File: config.mk
export PLATFORM = sky130hd
export DESIGN_NAME = lectura_contadores
export DESIGN_NICKNAME = d
export VERILOG_FILES = /design/src/rtl/lectura_contadores.sv
export SDC_FILE = /design/constraint.sdc
export NUM_CORES = 1
export LEC_CHECK = 0
export CORE_MARGIN = 2
export CORE_UTILIZATION = 35
export DETAILED_ROUTE_END_ITERATION = 7
export DONT_BUFFER_PORTS = 1
export PLACE_DENSITY = 0.61
export SLEW_MARGIN = 30
export SYNTH_ARGS = -nofsm -noshare
export SYNTH_HDL_FRONTEND = slang
export SYNTH_SLANG_ARGS = --single-unit
File: constraint.sdc
create_clock -name clk -period 3.8 [get_ports clk]
set_input_delay 0.57 -clock clk [delete_from_list [all_inputs] [get_ports clk]]
set_output_delay 0.57 -clock clk [all_outputs]
set_load 0.05 [all_outputs]
File: src/rtl/lectura_contadores.sv
// Readout sequencer for the four per-FIFO word counters: sweeps idx 0..3 over
// the req/valid handshake and holds the returned counts until the next sweep.
module lectura_contadores #(
    parameter int unsigned DATA_W  = 5,
    parameter int unsigned TIMEOUT = 4
) (
    input  logic              clk,
    input  logic              reset,
    input  logic              start,
    input  logic              idle_in,
    input  logic              valid_in,
    input  logic [DATA_W-1:0] data_in,
    output logic              req,
    output logic [1:0]        idx,
    output logic              busy,
    output logic              done,
    output logic              abort,
    output logic [3:0]        error,
    output logic [DATA_W-1:0] cnt0,
    output logic [DATA_W-1:0] cnt1,
    output logic [DATA_W-1:0] cnt2,
    output logic [DATA_W-1:0] cnt3
);

    localparam int unsigned TMR_W   = 4;
    localparam int unsigned NUM_CNT = 4;

    typedef enum logic [1:0] {
        S_IDLE,
        S_REQ,
        S_WAIT,
        S_DONE
    } state_t;

    state_t            state;
    logic [1:0]        k;
    logic [TMR_W-1:0]  timer;
    logic [DATA_W-1:0] cnt_q [NUM_CNT];

    logic timer_exp;
    assign timer_exp = (TMR_W'(timer + TMR_W'(1)) == TMR_W'(TIMEOUT));

    assign cnt0 = cnt_q[0];
    assign cnt1 = cnt_q[1];
    assign cnt2 = cnt_q[2];
    assign cnt3 = cnt_q[3];

    // Sequencer; req/done/abort are single-cycle pulses defaulting low each edge.
    always_ff @(posedge clk or posedge reset) begin
        if (reset) begin
            state <= S_IDLE;
            k     <= 2'd0;
            timer <= '0;
            req   <= 1'b0;
            idx   <= 2'd0;
            busy  <= 1'b0;
            done  <= 1'b0;
            abort <= 1'b0;
            error <= 4'd0;
            for (int i = 0; i < NUM_CNT; i++) begin
                cnt_q[i] <= '0;
            end
        end else begin
            req   <= 1'b0;
            done  <= 1'b0;
            abort <= 1'b0;
            case (state)
                S_IDLE: begin
                    if (start && idle_in) begin
                        k     <= 2'd0;
                        error <= 4'd0;
                        req   <= 1'b1;
                        idx   <= 2'd0;
                        busy  <= 1'b1;
                        state <= S_REQ;
                    end
                end
                S_REQ: begin
                    timer <= '0;
                    if (!idle_in) begin
                        abort <= 1'b1;
                        busy  <= 1'b0;
                        state <= S_IDLE;
                    end else begin
                        state <= S_WAIT;
                    end
                end
                S_WAIT: begin
                    // Losing idle wins over a same-edge capture.
                    if (!idle_in) begin
                        abort <= 1'b1;
                        busy  <= 1'b0;
                        state <= S_IDLE;
                    end else if (valid_in || timer_exp) begin
                        cnt_q[k] <= valid_in ? data_in : '0;
                        if (!valid_in) begin
                            error[k] <= 1'b1;
                        end
                        if (k == 2'd3) begin
                            done  <= 1'b1;
                            busy  <= 1'b0;
                            state <= S_DONE;
                        end else begin
                            k     <= 2'(k + 2'd1);
                            idx   <= 2'(k + 2'd1);
                            req   <= 1'b1;
                            state <= S_REQ;
                        end
                    end else begin
                        timer <= TMR_W'(timer + TMR_W'(1));
                    end
                end
                S_DONE: begin
                    state <= S_IDLE;
                end
                default: begin
                    state <= S_IDLE;
                end
            endcase
        end
    end

endmodule

# Word-level counts from Yosys, hierarchy flattened
# Cells that the tools add are included.
[word_totals]
reg_bits = 36
in_bits = 10
output_inout_bits = 30
word_cells = 91
[classes]
n_addsub = 2
n_lt_le_gt_ge = 4
eq_ne = 14
mux = 42
n_bitwise = 2
reduce_logical = 15
[op_table]
columns = ["op", "count"]
rows = [
  ["4-bit 2-to-1 mux", 6],
  ["20-bit bitwise mux", 1],
  ["2-bit 2-to-1 mux", 9],
  ["1-bit 2-to-1 mux", 16],
  ["4-bit one-hot mux with 2 select lines", 2],
  ["5-bit AND reduction", 3],
  ["2-bit != test, second input constant", 7],
  ["5-bit demux with 2-bit select", 1],
  ["5-bit 2-to-1 mux", 2],
  ["2-bit one-hot mux with 4 select lines", 1],
  ["2-bit equality test, second input constant", 3],
  ["3-bit != test, second input constant", 2],
  ["3-bit AND reduction", 2],
  ["4-bit by 1-bit adder with 4-bit output, second input constant", 1],
  ["4-bit by 3-bit equality test with 1-bit output, second input constant", 1],
  ["4-bit bitwise OR", 1],
  ["2-bit one-hot mux with 2 select lines", 1],
  ["2-bit nonzero test", 2],
  ["3-bit >= comparator, second input constant", 1],
  ["1-bit logical AND", 3],
  ["2-bit by 3-bit less-than comparator with 1-bit output, second input constant", 1],
  ["3-bit by 1-bit less-than comparator with 1-bit output, second input constant", 1],
  ["2-bit inverter with 3-bit output", 1],
  ["1-bit one-hot mux with 3 select lines", 1],
  ["10 further kinds", 10],
]

# Logic depth before layout (Yosys ltp)
# Gate-level depths: netlist of the first run.
[depth]
depth_word = 9
depth_mapped = 7

# Worst setup path after synthesis of the first run
# No wires, ideal clock.
[synth_timing]
path_type = "reg-to-reg"
startpoint = "register k[0]"
endpoint = "register k[0]"
setup_ns = 0.125
arrival_ns = 1.619
slack_ns = 2.056
stages_incl_launch_ff = 5
path_cell_list = "dfrtp_1 -> ha_1 -> a211o_1 -> a21o_1 -> mux2_2"
[synth_between]
elab_chain_cells = 5
word_cells_on_any_way = 8
classes_between = "add/sub (1); eq/ne (2); mux (4); reduce/logical (1)"
[synth_rtl]
columns = ["element", "line", "rtl"]
rows = [
  ["start, declared", "36", "logic [1:0] k;"],
  ["start signal, assigned", "104", "k <= 2'(k + 2'd1);"],
  ["2-bit by 1-bit adder with 2-bit output", "104", ""],
  ["2-bit 2-to-1 mux", "99", "if (k == 2'd3) begin"],
  ["2-bit 2-to-1 mux", "94", "end else if (valid_in || timer_exp) begin"],
  ["2-bit 2-to-1 mux", "90", "if (!idle_in) begin"],
  ["2-bit one-hot mux with 2 select lines", "67", "case (state)"],
]
# Several ways; a longest one is shown, not always the timed one. The select of a mux whose other input is x is not followed.
# A chain may end at the register's enable or synchronous reset.

# Worst setup path after layout of the first run
[layout_timing]
startpoint = "register state[0]"
endpoint = "register timer[3]"
[layout_between]
elab_chain_cells = 3
word_cells_on_any_way = 7
classes_between = "eq/ne (4); mux (1); reduce/logical (2)"
[layout_rtl]
columns = ["element", "line", "rtl"]
rows = [
  ["start, declared", "35", "state_t state;"],
  ["start signal, assigned", "51", "state <= S_IDLE;"],
  ["start signal, assigned", "75", "state <= S_REQ;"],
  ["start signal, assigned", "83", "state <= S_IDLE;"],
  ["2-bit equality test or 2-bit by 1-bit equality test with 1-bit output (tied branches)", "67", ""],
  ["2-bit != test (no source line) or 2-bit nonzero test (tied branches)", "--", ""],
  ["3-bit AND reduction (no source line)", "--", ""],
  ["end signal, assigned", "110", "timer <= TMR_W'(timer + TMR_W'(1));"],
  ["end, declared", "37", "logic [TMR_W-1:0] timer;"],
]
# Several ways; a longest one is shown, not always the timed one.

==> flow_metrics.py, run 1 <==
metrics = {
    "drt": {
        "wire_per_inst_um": 15.88,
        "drt_pass1_iterations": 4,
        "drc": 0,
        "ant_nets": 0,
        "post_drt_via_cell_ratio": 5.474,
        "routed_wl_mm": 3.350,
        "drt_iter0_markers": 34,
        "routed-via-count": 1155,
    },
    "cts": {
        "clk_pin_slew_ns": 0.07,
        "root_buffer": "clkbuf_8",
        "cts_sinks": 36,
        "cts_hold_buf": 0,
        "clock_path_buffers": 2,
        "postCtsSetupRepairBufs": 0,
        "h-tree-depth": 2,
        "cts-buffers-inserted": 5,
        "cts_tree": "yes",
        "cts_resized": 0,
        "insertion_delay_ns": 0.28,
    },
    "logic_synthesis": {
        "synth_nets": 173,
        "synth_edf_count": 0,
        "async_flop_share_pct": 100.0,
        "synthesis.area_um2": 1619,
        "synth_top_area_cell": "dfrtp_1",
        "ys_seq_area_share_pct": 55.64,
        "yosys-top-cells-area": "dfrtp_1 56%, o21ai_0 8.0%, nand2_1 7.0%, ha_1 6.2%, a22o_1 2.7%",
        "synth_common_cells": "36 x dfrtp_1, 30 x nand2_1, 26 x o21ai_0",
        "synth.distinct_cells": 28,
        "yosys_register_bits": 36,
        "synth_ff_type": "dfrtp_1",
        "synth_most_common_cell": "dfrtp_1",
        "synth_cells": 155,
        "synth_top_area_share_pct": 55.64,
        "postSynthAreaPerCell_um2": 10.45,
        "synth_warnings": 0,
    },
    "global_routing": {
        "grt_max_degree": 23,
        "grt.overflow.total": 0,
        "grt_pass1_wl_mm": 5.533,
        "antenna_found_initial": 0,
        "grt_pass1_vias": 1155,
        "grtUsageTotal_pct": 13.71,
    },
    "critical_path": {
        "cpPeakStageDelay_ns": 0.43,
        "required_ns": 4.00,
        "cp_max_fo": 15,
        "crit_path_end_kind": "flop",
        "cp_cell_sequence": "inv_1 > ha_1 > nand2_1 > or3_1 > or3_1 > o21ai_0",
        "worst_setup_path_start_kind": "flop",
        "r2r-start": "state[0]$_DFFE_PP0P_",
        "worstSetupPathType": "flop to flop",
        "crit_top_cell": "or3_1",
        "cp.arrival_ns": 2.28,
        "rr_worst_depth": 6,
        "crit_slowest_cell": "or3_1",
        "cp-startpoint": "state[0]$_DFFE_PP0P_",
    },
    "pwr": {
        "vdd_drop_max_mv": 0.3799,
        "leakagePower_nw": 0.8232,
        "total_power_mw": 1.271,
        "p_per_area_nw_per_um2": 712.6,
    },
    "die": {
        "core_um2": 4414,
        "die_w_um": 72.02,
        "die_area_um2": 5186,
        "pin_count": 40,
        "rows": 24,
        "fp.dieH_um": 72.02,
        "start_util_pct": 36.68,
    },
    "placed_design": {
        "dp_hpwl_mm": 2.577,
        "place_area_um2": 1673,
        "gp_routability_congestion": 0.8177,
        "port_buffers": 0,
    },
    "timing": {
        "drv_slew": 0,
        "fmax_ghz": 0.4812,
        "setup_viol": 0,
        "worst_clock_skew_ns": 0.003707,
        "hold_violations": 0,
        "worstMarginPinSlew_ns": 0.7353,
        "fin_crit_sh_pct": 54.69,
        "rsz0062_at_grt": "no",
        "min_period_ns": 2.078,
        "finalSetupTns_ns": 0,
        "slew_headroom_pct": 50.93,
    },
    "finish": {
        "diodes": 0,
        "syn2layout_area_growth_pct": 10.20,
        "drive_gt1_share_pct": 8.805,
        "fillers": 432,
        "fin_area_um2": 1784,
        "fin_nets": 176,
        "multi_input_area_um2": 665.6,
        "utilization_pct": 40.42,
        "seq_area_um2": 900.9,
    },
    "outcome": {
        "status": "completed",
    },
    "flow_run": {
        "maxCapViolations": 0,
    },
    "worst_hold_path": {
        "min_path_type": "input port to asynchronous set/reset pin",
    },
}
-- stage by stage --
stage	std cells	setup slack (ns)	hold slack (ns)
after CTS	211	1.719	0.2611
after floorplan	155	2.056	0.4886
after global routing	211	1.556	0.2736
after detailed placement	203	1.734	0.5256
final	211	1.722	0.2400
after global placement	203	1.868	0.5174
-- worst max-delay path, delay by kind of cell, from the launching register on --
family	cells	cell delay, ns
fa+ha+maj	1	0.42
compound gates	1	0.08
simple gates	3	1.00
flops	1	0.40
buf+inv	1	0.09
-- where the power goes --
group	internal, mW	total (mW)	switching [mW]
clock network	0.194	0.329	0.135
registers	0.450	0.706	0.256
logic	0.103	0.236	0.134
total	0.747	1.27	0.525
-- logic make-up after synthesis --
family / Yosys count / synth area share (%)
buf+inv: 14 / 3.246
flops: 36 / 55.64
compound gates: 43 / 16.54
fa+ha+maj: 8 / 6.183
simple gates: 49 / 15.22
mux: 5 / 3.169
-- sequential cells by signal, indices dropped and copies added, names as in the netlist --
name   cells
cnt0       5
cnt1       5
cnt2       5
cnt3       5
error      4
timer      4
k          2
state      2
abort      1
busy       1
done       1
req        1
-- layout by cell type, fill, tap and decap left out, drive strengths merged, types with 3 or more instances in the layout --
cell / n
nand3: 3
nand2: 30
nor2: 4
ha: 8
o2111ai: 4
a22o: 5
nor2b: 3
dfrtp: 36
clkbuf: 5
inv: 9
mux2i: 4
o21ai: 27
-- final cells by class --
cell class                 count  area share (%)
multi-input combinational    105           37.31
clock buffer                   5           3.857
clock inverter                 3           2.384
sequential                    36           50.49
timing repair buffer           1          0.4208
tap                           52           3.647
inverter                       9           1.893
-- layer usage --
metal / part of all wire, % / vias to the layer above / routed length (um) / track usage, %
li1: - / 543 / - / -
met1: 42 / 565 / 1394 / 16.02
met2: 47 / 43 / 1581 / 22.53
met3: 10 / 4 / 344 / 6.667
met4: 0.87 / 0 / 29 / 3.774
met5: 0 / - / 0 / 0
-- worst paths after layout --
kind | endpoint | slack (ns)
worst max-delay path | timer[3]$_DFFE_PP0P_ | 1.72
min in group clk | abort$_DFF_PP0_ | 0.35
max in group asynchronous | cnt0[1]$_DFFE_PP0P_ | 2.86
worst max register to register | timer[3]$_DFFE_PP0P_ | 1.72
worst min-delay path | cnt3[3]$_DFFE_PP0P_ | 0.24
worst min register to register | timer[0]$_DFFE_PP0P_ | 0.53
No activity file was read; power rests on OpenSTA's default activity.
==> run 2: changes to the inputs <==
Settings changed: PLACE_DENSITY 0.61 to 0.63.
Clock period 3.8 ns to 1.8 ns, I/O delays scaled along.
==> run 2 against run 1 <==
Sequential power up 110%. Non-clock buffer count up 12. Cell area up 7.9%. Final cell count up 5.7%. Via count up 5.3%. Largest cell class unchanged. Largest power group unchanged. Highest routed layer unchanged.
==> flow_metrics.py, run 2 (synthesis gave the netlist of run 1 again) <==
metrics = {
    "pwr": {
        "leakagePower_nw": 0.8812,
        "clock_power_share_pct": 24.6,
        "p_comb_share_pct": 22.7,
        "pwr-share-seq_pct": 52.7,
        "total_power_mw": 2.781,
        "vdd_drop_max_mv": 1.079,
        "intPower_mw": 1.633,
        "swShare_pct": 41.28,
        "power_switching_mw": 1.148,
        "p_per_area_nw_per_um2": 1444,
    },
    "cts": {
        "cts-buffers-inserted": 5,
        "insertion_delay_ns": 0.28,
        "root_buffer": "clkbuf_8",
        "h-tree-depth": 2,
        "cts_sinks": 36,
        "cts_tree": "yes",
        "clk_pin_slew_ns": 0.07,
        "clock_path_buffers": 2,
    },
    "die": {
        "fp.dieH_um": 72.02,
        "die_w_um": 72.02,
        "pin_count": 40,
        "rows": 24,
        "core_um2": 4414,
        "start_util_pct": 36.68,
        "die_area_um2": 5186,
    },
    "timing": {
        "drv_slew": 0,
        "setup_viol": 0,
        "fmax_ghz": 0.5709,
        "rsz0062_at_grt": "yes",
        "hold_violations": 0,
        "slew_headroom_pct": 66.89,
        "min_period_ns": 1.752,
        "worstMarginPinSlew_ns": 0.4967,
        "worst_clock_skew_ns": 0.006426,
        "fin_crit_sh_pct": 97.31,
    },
    "critical_path": {
        "crit_path_end_kind": "flop",
        "worstSetupPathType": "flop to flop",
        "rr_worst_depth": 5,
        "r2r-start": "timer[1]$_DFFE_PP0P_",
        "cp_cell_sequence": "ha_4 > nor3b_4 > nor3_2 > or4b_1 > o21ai_1",
        "required_ns": 2.00,
        "crit_slowest_cell": "or4b_1",
        "cp.arrival_ns": 1.95,
        "rr_endpoint": "state[1]$_DFFE_PP0P_",
        "ff2ff_setup_slack_ns": 0.05,
        "worst_setup_path_start_kind": "flop",
        "cpPeakStageDelay_ns": 0.53,
        "cp_max_fo": 7,
    },
    "drt": {
        "post_drt_via_cell_ratio": 5.453,
        "wire_per_inst_um": 16.07,
        "drt_pass1_iterations": 4,
        "routed-via-count": 1216,
        "routed_wl_mm": 3.584,
        "drt_iter0_markers": 40,
        "drc": 0,
        "ant_nets": 0,
    },
    "global_routing": {
        "grt.overflow.total": 0,
        "grt_max_degree": 37,
        "antenna_found_initial": 0,
        "grt_pass1_vias": 1275,
        "grt_pass1_wl_mm": 5.989,
        "grtUsageTotal_pct": 15.13,
    },
    "placed_design": {
        "dp_hpwl_mm": 2.653,
        "port_buffers": 0,
        "gp_routability_congestion": 0.8052,
    },
    "finish": {
        "drive_gt1_share_pct": 16.96,
        "fillers": 428,
        "seq_area_um2": 900.9,
        "multi_input_area_um2": 714.4,
        "layout_commonest_cell": "dfrtp_1",
        "fin_nets": 188,
        "utilization_pct": 43.62,
        "diodes": 0,
        "syn2layout_area_growth_pct": 18.93,
        "final_cell_mix": "36 x dfrtp_1, 30 x nand2_1, 25 x o21ai_0, 11 x buf_4, 9 x inv_1",
    },
    "outcome": {
        "status": "completed",
    },
    "worst_hold_path": {
        "hold_start": "idle_in",
        "min_path_type": "input port to flop",
        "whs_path_depth": 1,
        "hold-path-endpoint": "abort$_DFF_PP0_",
    },
    "flow_run": {
        "maxCapViolations": 0,
    },
}
[run 2: cell types whose count changed in the layout (fill, tap and decap cells not counted), sizes merged]
cell / delta
clkbuf: +1
dlygate4sd3: +1
buf: +11
clkinvlp: -1
[run 2: area by class of cell]
| class | count | area share, % |
|---|---|---|
| Tap cell | 52 | 3.379 |
| Inverter | 9 | 1.754 |
| Timing Repair Buffer | 13 | 5.393 |
| Sequential cell | 36 | 46.78 |
| Clock buffer | 6 | 3.769 |
| Clock inverter | 2 | 1.819 |
| Multi-Input combinational cell | 105 | 37.10 |
[run 2: worst max-delay path, delay by kind of cell, from the launching register on]
kind                     cells  cell delay [ns]
AND/OR/NAND/NOR              3             1.02
adder cells (fa/ha/maj)      1             0.16
AO/OA/AOI/OAI                1             0.10
flip-flops                   1             0.41
[run 2: power by group through the flow]
stage / Clock [mW] / Sequential, mW / Combinational [mW]
final: 0.685 / 1.47 / 0.631
after global routing: 0.737 / 1.49 / 0.722
after CTS: 0.701 / 1.47 / 0.592
after detailed placement: 0 / 1.48 / 0.584
after global placement: 0 / 1.48 / 0.541
after floorplan: 0 / 1.48 / 0.416
[run 2: worst max-delay path by stage]
stage | start | endpoint | slack [ns] | cells past startpoint
after detailed placement | timer[0]$_DFFE_PP0P_ | timer[3]$_DFFE_PP0P_ | -0.03 | 5
after floorplan | k[0]$_DFFE_PP0P_ | k[0]$_DFFE_PP0P_ | 0.06 | 4
after global placement | timer[0]$_DFFE_PP0P_ | timer[3]$_DFFE_PP0P_ | 0.09 | 5
final | timer[1]$_DFFE_PP0P_ | state[1]$_DFFE_PP0P_ | 0.05 | 5
after CTS | timer[0]$_DFFE_PP0P_ | state[1]$_DFFE_PP0P_ | 0.01 | 5
after global routing | timer[1]$_DFFE_PP0P_ | state[1]$_DFFE_PP0P_ | -0.03 | 5
[run 2: what timing repair did]
item / 4_1_cts / 5_1_grt
setup endpoints to repair: 6 / 28
gates resized for setup: 2 / 8
buffers inserted: 1 / 2
hold endpoints to repair: 36 / 0
hold buffers: 1 / 0
[run 2: metal layers]
| layer | global-route usage, % | vias to the layer above | part of all wire [%] |
|---|---|---|---|
| li1 | - | 570 | - |
| met1 | 17.20 | 592 | 39 |
| met2 | 26.13 | 50 | 50 |
| met3 | 5.833 | 4 | 10 |
| met4 | 5.031 | 0 | 0.75 |
| met5 | 0 | - | 0 |
[run 2: per-stage QoR]
stage | instance area [um^2] | instances | hold WS (ns) | setup TNS [ns] | setup slack [ns]
floorplan | 1619 | 155 | 0.4370 | 0 | 0.05621
CTS | 1866 | 221 | 0.04020 | 0 | 0.01415
detailed placement | 1733 | 211 | 0.2960 | -0.03776 | -0.02533
global placement | 1733 | 211 | 0.2777 | 0 | 0.08701
finish | 1926 | 223 | 0.04741 | 0 | 0.04844
global route | 1926 | 223 | 0.03556 | -0.03264 | -0.03264
